## config.mk

```make
export PLATFORM = sky130hd
export DESIGN_NAME = rf_wb_stage_flat
export DESIGN_NICKNAME = d
export VERILOG_FILES = /design/src/rtl/rf_wb_stage_if.sv /design/src/rtl/rf_wb_stage.sv /design/src/flat_wrapper.sv
export SDC_FILE = /design/constraint.sdc
export NUM_CORES = 1
export LEC_CHECK = 0
export CORE_UTILIZATION = 62
export DETAILED_ROUTE_END_ITERATION = 16
export PLACE_DENSITY = 0.82
export SYNTH_ARGS = -nofsm -noshare
export SYNTH_HDL_FRONTEND = slang
export SYNTH_SLANG_ARGS = --single-unit
```

## constraint.sdc

```tcl
create_clock -name clk -period 13.1 [get_ports clk]
set_input_delay 2.62 -clock clk [delete_from_list [all_inputs] [get_ports clk]]
set_output_delay 2.62 -clock clk [all_outputs]
set_load 0.02 [all_outputs]
```

## src/rtl/rf_wb_stage_if.sv

```systemverilog
// Result/operand bus between the DM stage, decode and the rf_wb_stage
// register file.
//   master : drives the writeback (RW_dm, mux_ans_dm) and decode-side
//            controls (RA_id, RB_id, RW_id, stall_id, flush_id); receives
//            the ID/EX operands.
//   slave  : the register file / ID/EX boundary itself.
interface rf_wb_stage_if #(
  parameter int DATA_W = 8,
  parameter int ADDR_W = 5
);
  logic [ADDR_W-1:0] RW_dm;
  logic [DATA_W-1:0] mux_ans_dm;
  logic [ADDR_W-1:0] RA_id;
  logic [ADDR_W-1:0] RB_id;
  logic [ADDR_W-1:0] RW_id;
  logic              stall_id;
  logic              flush_id;
  logic [DATA_W-1:0] A_rf;
  logic [DATA_W-1:0] B_rf;
  logic [ADDR_W-1:0] RA_rf;
  logic [ADDR_W-1:0] RB_rf;
  logic [ADDR_W-1:0] RW_rf;

  modport master (
    output RW_dm, mux_ans_dm, RA_id, RB_id, RW_id, stall_id, flush_id,
    input  A_rf, B_rf, RA_rf, RB_rf, RW_rf
  );

  modport slave (
    input  RW_dm, mux_ans_dm, RA_id, RB_id, RW_id, stall_id, flush_id,
    output A_rf, B_rf, RA_rf, RB_rf, RW_rf
  );
endinterface

```

## src/rtl/rf_wb_stage.sv

```systemverilog
// Register file and writeback stage for the 8-bit pipelined processor.
// Commits the DM-stage result to the array, serves two bypassed read ports
// to decode and registers the operands/addresses into the ID/EX boundary.
// Ports:
//   clk   : pipeline clock, all state updates on posedge
//   reset : asynchronous active-high, clears the array and ID/EX registers
//   bus   : rf_wb_stage_if.slave (writeback in, decode in, ID/EX out)
// NUM_REGS must equal 2**ADDR_W.
module rf_wb_stage #(
  parameter int DATA_W   = 8,
  parameter int ADDR_W   = 5,
  parameter int NUM_REGS = 32
) (
  input  logic         clk,
  input  logic         reset,
  rf_wb_stage_if.slave bus
);

  logic [DATA_W-1:0] regs_reg [NUM_REGS];

  logic              wr_en;
  logic [ADDR_W-1:0] rd_addr [2];
  logic [DATA_W-1:0] rd_data [2];

  logic [DATA_W-1:0] a_rf_reg;
  logic [DATA_W-1:0] b_rf_reg;
  logic [ADDR_W-1:0] ra_rf_reg;
  logic [ADDR_W-1:0] rb_rf_reg;
  logic [ADDR_W-1:0] rw_rf_reg;

  // Destination 0 means "no write"; this also keeps entry 0 at its reset 0.
  assign wr_en = (bus.RW_dm != '0);

  always_ff @(posedge clk or posedge reset) begin
    if (reset) begin
      for (int i = 0; i < NUM_REGS; i++) begin
        regs_reg[i] <= '0;
      end
    end else if (wr_en) begin
      regs_reg[bus.RW_dm] <= bus.mux_ans_dm;
    end
  end

  assign rd_addr[0] = bus.RA_id;
  assign rd_addr[1] = bus.RB_id;

  // Two identical read ports; the bypass lets decode see a result in the
  // same cycle the DM stage commits it.
  generate
    for (genvar gi = 0; gi < 2; gi++) begin : g_rd_port
      always_comb begin
        rd_data[gi] = '0;
        if (rd_addr[gi] == '0) begin
          rd_data[gi] = '0;
        end else if (rd_addr[gi] == bus.RW_dm) begin
          rd_data[gi] = bus.mux_ans_dm;
        end else begin
          rd_data[gi] = regs_reg[rd_addr[gi]];
        end
      end
    end
  endgenerate

  always_ff @(posedge clk or posedge reset) begin
    if (reset) begin
      a_rf_reg  <= '0;
      b_rf_reg  <= '0;
      ra_rf_reg <= '0;
      rb_rf_reg <= '0;
      rw_rf_reg <= '0;
    end else if (bus.flush_id) begin
      // Bubble: RW=0 guarantees no downstream write.
      a_rf_reg  <= '0;
      b_rf_reg  <= '0;
      ra_rf_reg <= '0;
      rb_rf_reg <= '0;
      rw_rf_reg <= '0;
    end else if (bus.stall_id) begin
      // Held operands would go stale if their source register is written
      // while we wait, so pick up the new value as it is committed.
      if (wr_en && (bus.RW_dm == ra_rf_reg)) begin
        a_rf_reg <= bus.mux_ans_dm;
      end
      if (wr_en && (bus.RW_dm == rb_rf_reg)) begin
        b_rf_reg <= bus.mux_ans_dm;
      end
    end else begin
      a_rf_reg  <= rd_data[0];
      b_rf_reg  <= rd_data[1];
      ra_rf_reg <= bus.RA_id;
      rb_rf_reg <= bus.RB_id;
      rw_rf_reg <= bus.RW_id;
    end
  end

  assign bus.A_rf  = a_rf_reg;
  assign bus.B_rf  = b_rf_reg;
  assign bus.RA_rf = ra_rf_reg;
  assign bus.RB_rf = rb_rf_reg;
  assign bus.RW_rf = rw_rf_reg;

endmodule

```

## src/flat_wrapper.sv

```systemverilog
// flat-port wrapper written by rule: the top's interface ports become plain ports
module rf_wb_stage_flat 
#(
  parameter int DATA_W   = 8,
  parameter int ADDR_W   = 5,
  parameter int NUM_REGS = 32
)
  (clk, reset, bus_RW_dm, bus_mux_ans_dm, bus_RA_id, bus_RB_id, bus_RW_id, bus_stall_id, bus_flush_id, bus_A_rf, bus_B_rf, bus_RA_rf, bus_RB_rf, bus_RW_rf);
  rf_wb_stage_if #(.DATA_W(DATA_W), .ADDR_W(ADDR_W)) bus_i ();
  input  logic clk;
  input  logic reset;
  input wire logic [$bits(bus_i.RW_dm)-1:0] bus_RW_dm;
  input wire logic [$bits(bus_i.mux_ans_dm)-1:0] bus_mux_ans_dm;
  input wire logic [$bits(bus_i.RA_id)-1:0] bus_RA_id;
  input wire logic [$bits(bus_i.RB_id)-1:0] bus_RB_id;
  input wire logic [$bits(bus_i.RW_id)-1:0] bus_RW_id;
  input wire logic [$bits(bus_i.stall_id)-1:0] bus_stall_id;
  input wire logic [$bits(bus_i.flush_id)-1:0] bus_flush_id;
  output wire logic [$bits(bus_i.A_rf)-1:0] bus_A_rf;
  output wire logic [$bits(bus_i.B_rf)-1:0] bus_B_rf;
  output wire logic [$bits(bus_i.RA_rf)-1:0] bus_RA_rf;
  output wire logic [$bits(bus_i.RB_rf)-1:0] bus_RB_rf;
  output wire logic [$bits(bus_i.RW_rf)-1:0] bus_RW_rf;
  assign bus_i.RW_dm = bus_RW_dm;
  assign bus_i.mux_ans_dm = bus_mux_ans_dm;
  assign bus_i.RA_id = bus_RA_id;
  assign bus_i.RB_id = bus_RB_id;
  assign bus_i.RW_id = bus_RW_id;
  assign bus_i.stall_id = bus_stall_id;
  assign bus_i.flush_id = bus_flush_id;
  assign bus_A_rf = bus_i.A_rf;
  assign bus_B_rf = bus_i.B_rf;
  assign bus_RA_rf = bus_i.RA_rf;
  assign bus_RB_rf = bus_i.RB_rf;
  assign bus_RW_rf = bus_i.RW_rf;
  rf_wb_stage #(.DATA_W(DATA_W), .ADDR_W(ADDR_W), .NUM_REGS(NUM_REGS)) u_core (.clk(clk), .reset(reset), .bus(bus_i));
endmodule
```

# After elaboration in Yosys (flattened, before gate mapping)
# Index checks and enable logic that the tools add are counted.
[classes]
n_lt_le_gt_ge = 4
n_eq_ne = 7
mux = 25
n_bitwise = 3
reduce_logical = 6
[op_table]
columns = ["operator", "count"]
rows = [
  ["256-bit bitwise mux", 1],
  ["8-bit two-way mux", 15],
  ["8-bit binary-select mux with 5-bit select", 2],
  ["8-bit demux with 5-bit select", 1],
  ["5-bit two-way mux", 6],
  ["5-bit == test", 4],
  ["6-bit greater-or-equal comparator (second input constant)", 3],
  ["5-bit NOT with 6-bit output", 3],
  ["5-bit logical NOT", 2],
  ["6-bit by 1-bit less-than comparator with 1-bit output (second input constant)", 1],
  ["3-bit by 1-bit != test with 1-bit output (second input constant)", 2],
  ["5-bit nonzero test", 1],
  ["1-bit logical AND", 3],
  ["2-bit by 1-bit != test with 1-bit output (second input constant)", 1],
]
[totals]
ff_bits = 287
in_bits = 32
out_inout_bits = 31
wordCells = 82

# Depth between registers and ports, before layout
[depth]
ltp_word = 8
depth_mapped = 9
depth_no_buf = 5

# Worst setup path after synthesis
# No wires, ideal clock.
[synth_path]
kind = "in2reg"
startpoint = "in bus_RA_id[0]"
endpoint = "reg u_core.a_rf_reg[7] (netlist: u_core.bus.A_rf[7])"
setup_ps = 126
t_arrival_ps = 4223
t_required_ps = 12974
setup_slack_ps = 8751
stages = 7
n_path_buf = 3
path_cell_list = "buf_6 > buf_6 > buf_6 > mux4_2 > a221oi_1 > a211oi_1 > a221o_1"
[synth_between]
elab_chain_cells = 8
elab_cells_between_ends = 10
cone_classes = "1 x eq/ne; 7 x mux; 1 x bitwise; 1 x reduce/logical"
[synth_rtl]
columns = ["item", "line", "rtl"]
rows = [
  ["start, declared", "flat_wrapper.sv:14", "input wire logic [$bits(bus_i.RA_id)-1:0] bus_RA_id;"],
  ["5-bit NOT with 6-bit output (implied by the code)", "rf_wb_stage.sv:58", "rd_data[gi] = regs_reg[rd_addr[gi]];"],
  ["8-bit binary-select mux with 5-bit select", "rf_wb_stage.sv:58", ""],
  ["8-bit two-way mux (implied by the code) (2 in a row)", "rf_wb_stage.sv:58", ""],
  ["8-bit two-way mux", "rf_wb_stage.sv:55", "end else if (rd_addr[gi] == bus.RW_dm) begin"],
  ["8-bit two-way mux (*)", "rf_wb_stage.sv:53", "if (rd_addr[gi] == '0) begin"],
  ["8-bit two-way mux (*)", "rf_wb_stage.sv:78", "end else if (bus.stall_id) begin"],
  ["8-bit two-way mux (*)", "rf_wb_stage.sv:71", "end else if (bus.flush_id) begin"],
  ["end signal, assigned", "rf_wb_stage.sv:82", "a_rf_reg <= bus.mux_ans_dm;"],
  ["end signal, assigned", "rf_wb_stage.sv:88", "a_rf_reg <= rd_data[0];"],
  ["end, declared", "rf_wb_stage.sv:25", "logic [DATA_W-1:0] a_rf_reg;"],
]
# Every way passes the cells marked *; elsewhere a longest branch is shown, timed or not. The select of a mux whose other input is x is not followed.
# A chain may end at the register's enable or synchronous reset.

# Final worst setup path
[layout_path]
startpoint = "in bus_RB_id[0]"
endpoint = "reg u_core.b_rf_reg[1] (netlist: u_core.bus.B_rf[1])"
[layout_between]
elab_chain_cells = 8
elab_cells_between_ends = 10
cone_classes = "1 x eq/ne; 7 x mux; 1 x bitwise; 1 x reduce/logical"
[layout_rtl]
columns = ["item", "line", "rtl"]
rows = [
  ["start, declared", "flat_wrapper.sv:15", "input wire logic [$bits(bus_i.RB_id)-1:0] bus_RB_id;"],
  ["5-bit NOT with 6-bit output (implied by the code)", "rf_wb_stage.sv:58", ""],
  ["8-bit binary-select mux with 5-bit select", "rf_wb_stage.sv:58", ""],
  ["8-bit two-way mux (implied by the code) (2 in a row)", "rf_wb_stage.sv:58", ""],
  ["8-bit two-way mux", "rf_wb_stage.sv:55", ""],
  ["8-bit two-way mux (*)", "rf_wb_stage.sv:53", ""],
  ["8-bit two-way mux (*)", "rf_wb_stage.sv:78", ""],
  ["8-bit two-way mux (*)", "rf_wb_stage.sv:71", ""],
  ["end signal, assigned", "rf_wb_stage.sv:85", "b_rf_reg <= bus.mux_ans_dm;"],
  ["end signal, assigned", "rf_wb_stage.sv:89", "b_rf_reg <= rd_data[1];"],
  ["end, declared", "rf_wb_stage.sv:26", "logic [DATA_W-1:0] b_rf_reg;"],
]
# Marks and branches as above.

==> metrics.csv <==
stage;metric;value;unit
route;drtIter0Drc;1264;
layout;max_ffs_per_register;256;
status;run_status;completed;
worst_hold_path;holdCritPathClass;register to register;
route;via_count;10800;
worst_setup_path;crit_fanout;50;
cts;worst_setup_hold_path_clk_slew;0.06;ns
timing;timing.clock.skew;0.00957;ns
logic_synthesis;ys_top_cells_by_area;sky130_fd_sc_hd__dfrtp_1, sky130_fd_sc_hd__mux2_2, sky130_fd_sc_hd__mux4_2;
route;ant_nets;0;
cts;cts_hold_buffers;0;
logic_synthesis;synthMostInstantiatedCell;sky130_fd_sc_hd__dfrtp_1;
global_route;global_route.peak_usage_layer;met2;
timing;worst_slew_pin_slew;1.37;ns
timing;maxSlewViolCount;0;
worst_setup_path;worst_ep_required_time;13.55;ns
global_route;number_of_antenna_violations_at_the_first_check_in_global_routing;0;
power;cellPowerDensity;159;nW/um2
floorplanning;die-width;160;um
timing;slew-limit-headroom;8.20;%
logic_synthesis;ys_seq_elements;287;
global_route;via_count_of_the_first_global_routing_pass;10900;
cts;tritoncts;yes;
timing;setup_viol_count_final;0;
power;ir_worst_vdd;0.000138;V
logic_synthesis;syn-instance-count;1148;
layout;layout-drive-gt1-share;35.0;%
timing;min_period_over_period;40.2;%
floorplanning;fp.coreArea;24400;um2
global_route;grt_max_degree;149;
cts;cts.htree.levels;1;
timing;setup_repair_after_global_routing_missed_its_margin;false;
timing;fin_crit;5.27;ns
logic_synthesis;synth_top_cells_by_count;sky130_fd_sc_hd__dfrtp_1, sky130_fd_sc_hd__mux2_2, sky130_fd_sc_hd__mux2i_1;
floorplanning;io_pins;63;
cts;ctsRootBufferMaster;sky130_fd_sc_hd__clkbuf_16;
layout;final_nets;1191;
floorplanning;num_rows;57;
global_route;met3_usage;8.16;%
logic_synthesis;ys_dominant_reg_cell;sky130_fd_sc_hd__dfrtp_1;
placement;gp_congestion;0.945;
worst_setup_path;cp.arrival;5.71;ns
logic_synthesis;synth_enable_flop_cells;0;
layout;layout_overhead_on_the_synthesized_area;11.0;%
logic_synthesis;number_of_distinct_standard_cells_referenced_by_the_synthesized_netlist;53;
cts;numCtsBuffers;30;
route;drt_first_pass_iters;7;
global_route;global_route_met2_utilization;52.1;%
worst_setup_path;timing.critical_path.to_type;register;
cts;clock_latency;0.56;ns
worst_setup_path;setup.worst_path.class;input port to register;
global_route;global_route.overflow_total;0;
timing;fmaxAchievable;190;MHz
cts;cts_resized;0;
logic_synthesis;synth-async-reset-ratio;100;%
logic_synthesis;synth_top_area_share;46.3;%
route;drcViolationCount;0;
floorplanning;initial_core_util;63.6;%
logic_synthesis;avgSynthCellArea;13.5;um2
job;number_of_maximum_capacitance_violations;0;
layout;insertedDiodeCount;0;
power;total_leakage_power;7.34;nW
cts;clk_path_buf_depth;3;
worst_setup_path;setup.worst_path.start_class;input port;
timing;timing.setup.tns;0;ns
logic_synthesis;synth_nets;1180;
global_route;grt_pass1_wl;65.2;mm
timing;hold_viol_final;0;
global_route;gr_layer_usage_met1;44.8;%
route;drt_via_density;7.14;
route;post_drt_wl_per_cell;27.7;um
cts;clock_sinks;287;
logic_synthesis;synth.cell_area;15500;um2
placement;portBuffers;62;
cts;postCtsSetupRepairBufs;0;
route;finalWirelength;41.7;mm
layout;post-route-util;70.5;%
placement;dpl.hpwl;26.1;mm
logic_synthesis;synth_area_leader_cell;sky130_fd_sc_hd__dfrtp_1;
global_route;globalRouteTotalUtil;33.4;%
logic_synthesis;seq_area_frac_synth;46.3;%
floorplanning;die_y;160;um
floorplanning;dieArea;25600;um2
logic_synthesis;yosysWarnings;0;
[cells in the final DEF (no fill, tap or decap), types with 14 or more instances in the layout]
cell type / count
sky130_fd_sc_hd__nand4_1: 15
sky130_fd_sc_hd__mux2i_1: 109
sky130_fd_sc_hd__clkdlybuf4s50_1: 58
sky130_fd_sc_hd__nand2_1: 68
sky130_fd_sc_hd__o221ai_1: 22
sky130_fd_sc_hd__mux2_2: 249
sky130_fd_sc_hd__dfrtp_1: 287
sky130_fd_sc_hd__a211oi_1: 16
sky130_fd_sc_hd__nand2b_1: 15
sky130_fd_sc_hd__mux4_2: 74
sky130_fd_sc_hd__buf_4: 18
sky130_fd_sc_hd__a21oi_1: 14
sky130_fd_sc_hd__a221o_1: 15
sky130_fd_sc_hd__nor2_1: 34
sky130_fd_sc_hd__o21ai_0: 18
sky130_fd_sc_hd__clkbuf_16: 31
[logic make-up after synthesis]
kind of cell,synth area share (%)
AO/OA/AOI/OAI,5.96
XOR/XNOR,1.07
multiplexers,37.2
flip-flops,46.3
buffers and inverters,3.84
AND/OR/NAND/NOR,5.58
[final timing paths]
path                                 startpoint              endpoint  slack, ns  depth (start not counted)
setup / recovery                   bus_RB_id[0]    u_core.bus.B_rf[1]       7.83                          7
hold / removal             u_core.regs_reg[253]  u_core.regs_reg[253]       0.40                          0
setup reg to reg            u_core.bus.RA_rf[2]    u_core.bus.A_rf[2]      10.71                          5
hold reg to reg            u_core.regs_reg[253]  u_core.regs_reg[253]       0.40                          0
max in group asynchronous                 reset   u_core.regs_reg[81]       9.09                          3
min in group asynchronous                 reset  u_core.regs_reg[130]       2.65                          2
[worst max-delay path, cell delays in order]
cell,delay [ns]
sky130_fd_sc_hd__buf_4,0.57
sky130_fd_sc_hd__buf_4,0.88
sky130_fd_sc_hd__mux4_1,0.66
sky130_fd_sc_hd__mux2_2,0.28
sky130_fd_sc_hd__a221oi_2,0.30
sky130_fd_sc_hd__a211oi_1,0.07
sky130_fd_sc_hd__a221o_1,0.26
[cell type report]
type | instances | area (um2)
clock buffers | 40 | 880
repair buffers | 80 | 757
flip-flops and latches | 287 | 7180
inverters | 3 | 18.8
clock inverters | 16 | 239
fillers | 1659 | 7180
multi-input cells | 757 | 7720
well taps | 324 | 405
[stage by stage]
step / worst slack [ns] / power (mW) / cells / instance area (um2) / hold WS [ns]
2_1_floorplan: 2.56 / 1.62 / 1148 / 15500 / 0.441
3_3_place_gp: 7.32 / 1.76 / 1451 / 16100 / 0.376
3_5_place_dp: 7.27 / 1.79 / 1451 / 16100 / 0.385
4_1_cts: 7.85 / 2.74 / 1507 / 17200 / 0.398
5_1_grt: 7.71 / 2.84 / 1507 / 17200 / 0.411
6_report: 7.83 / 2.74 / 1507 / 17200 / 0.397
[metal layers]
metal | wire, um | vias to the layer above
met5 | 0 | -
met4 | 2070 | 0
met3 | 3760 | 157
met2 | 19500 | 621
met1 | 16400 | 5592
li1 | - | 4385
[power by group]
part | switching (mW) | leakage (nW) | internal [mW]
registers | 0.146 | 3.57 | 1.07
clock network | 0.361 | 0.552 | 0.588
logic | 0.251 | 3.22 | 0.325
(Power assumes the default switching activity.)
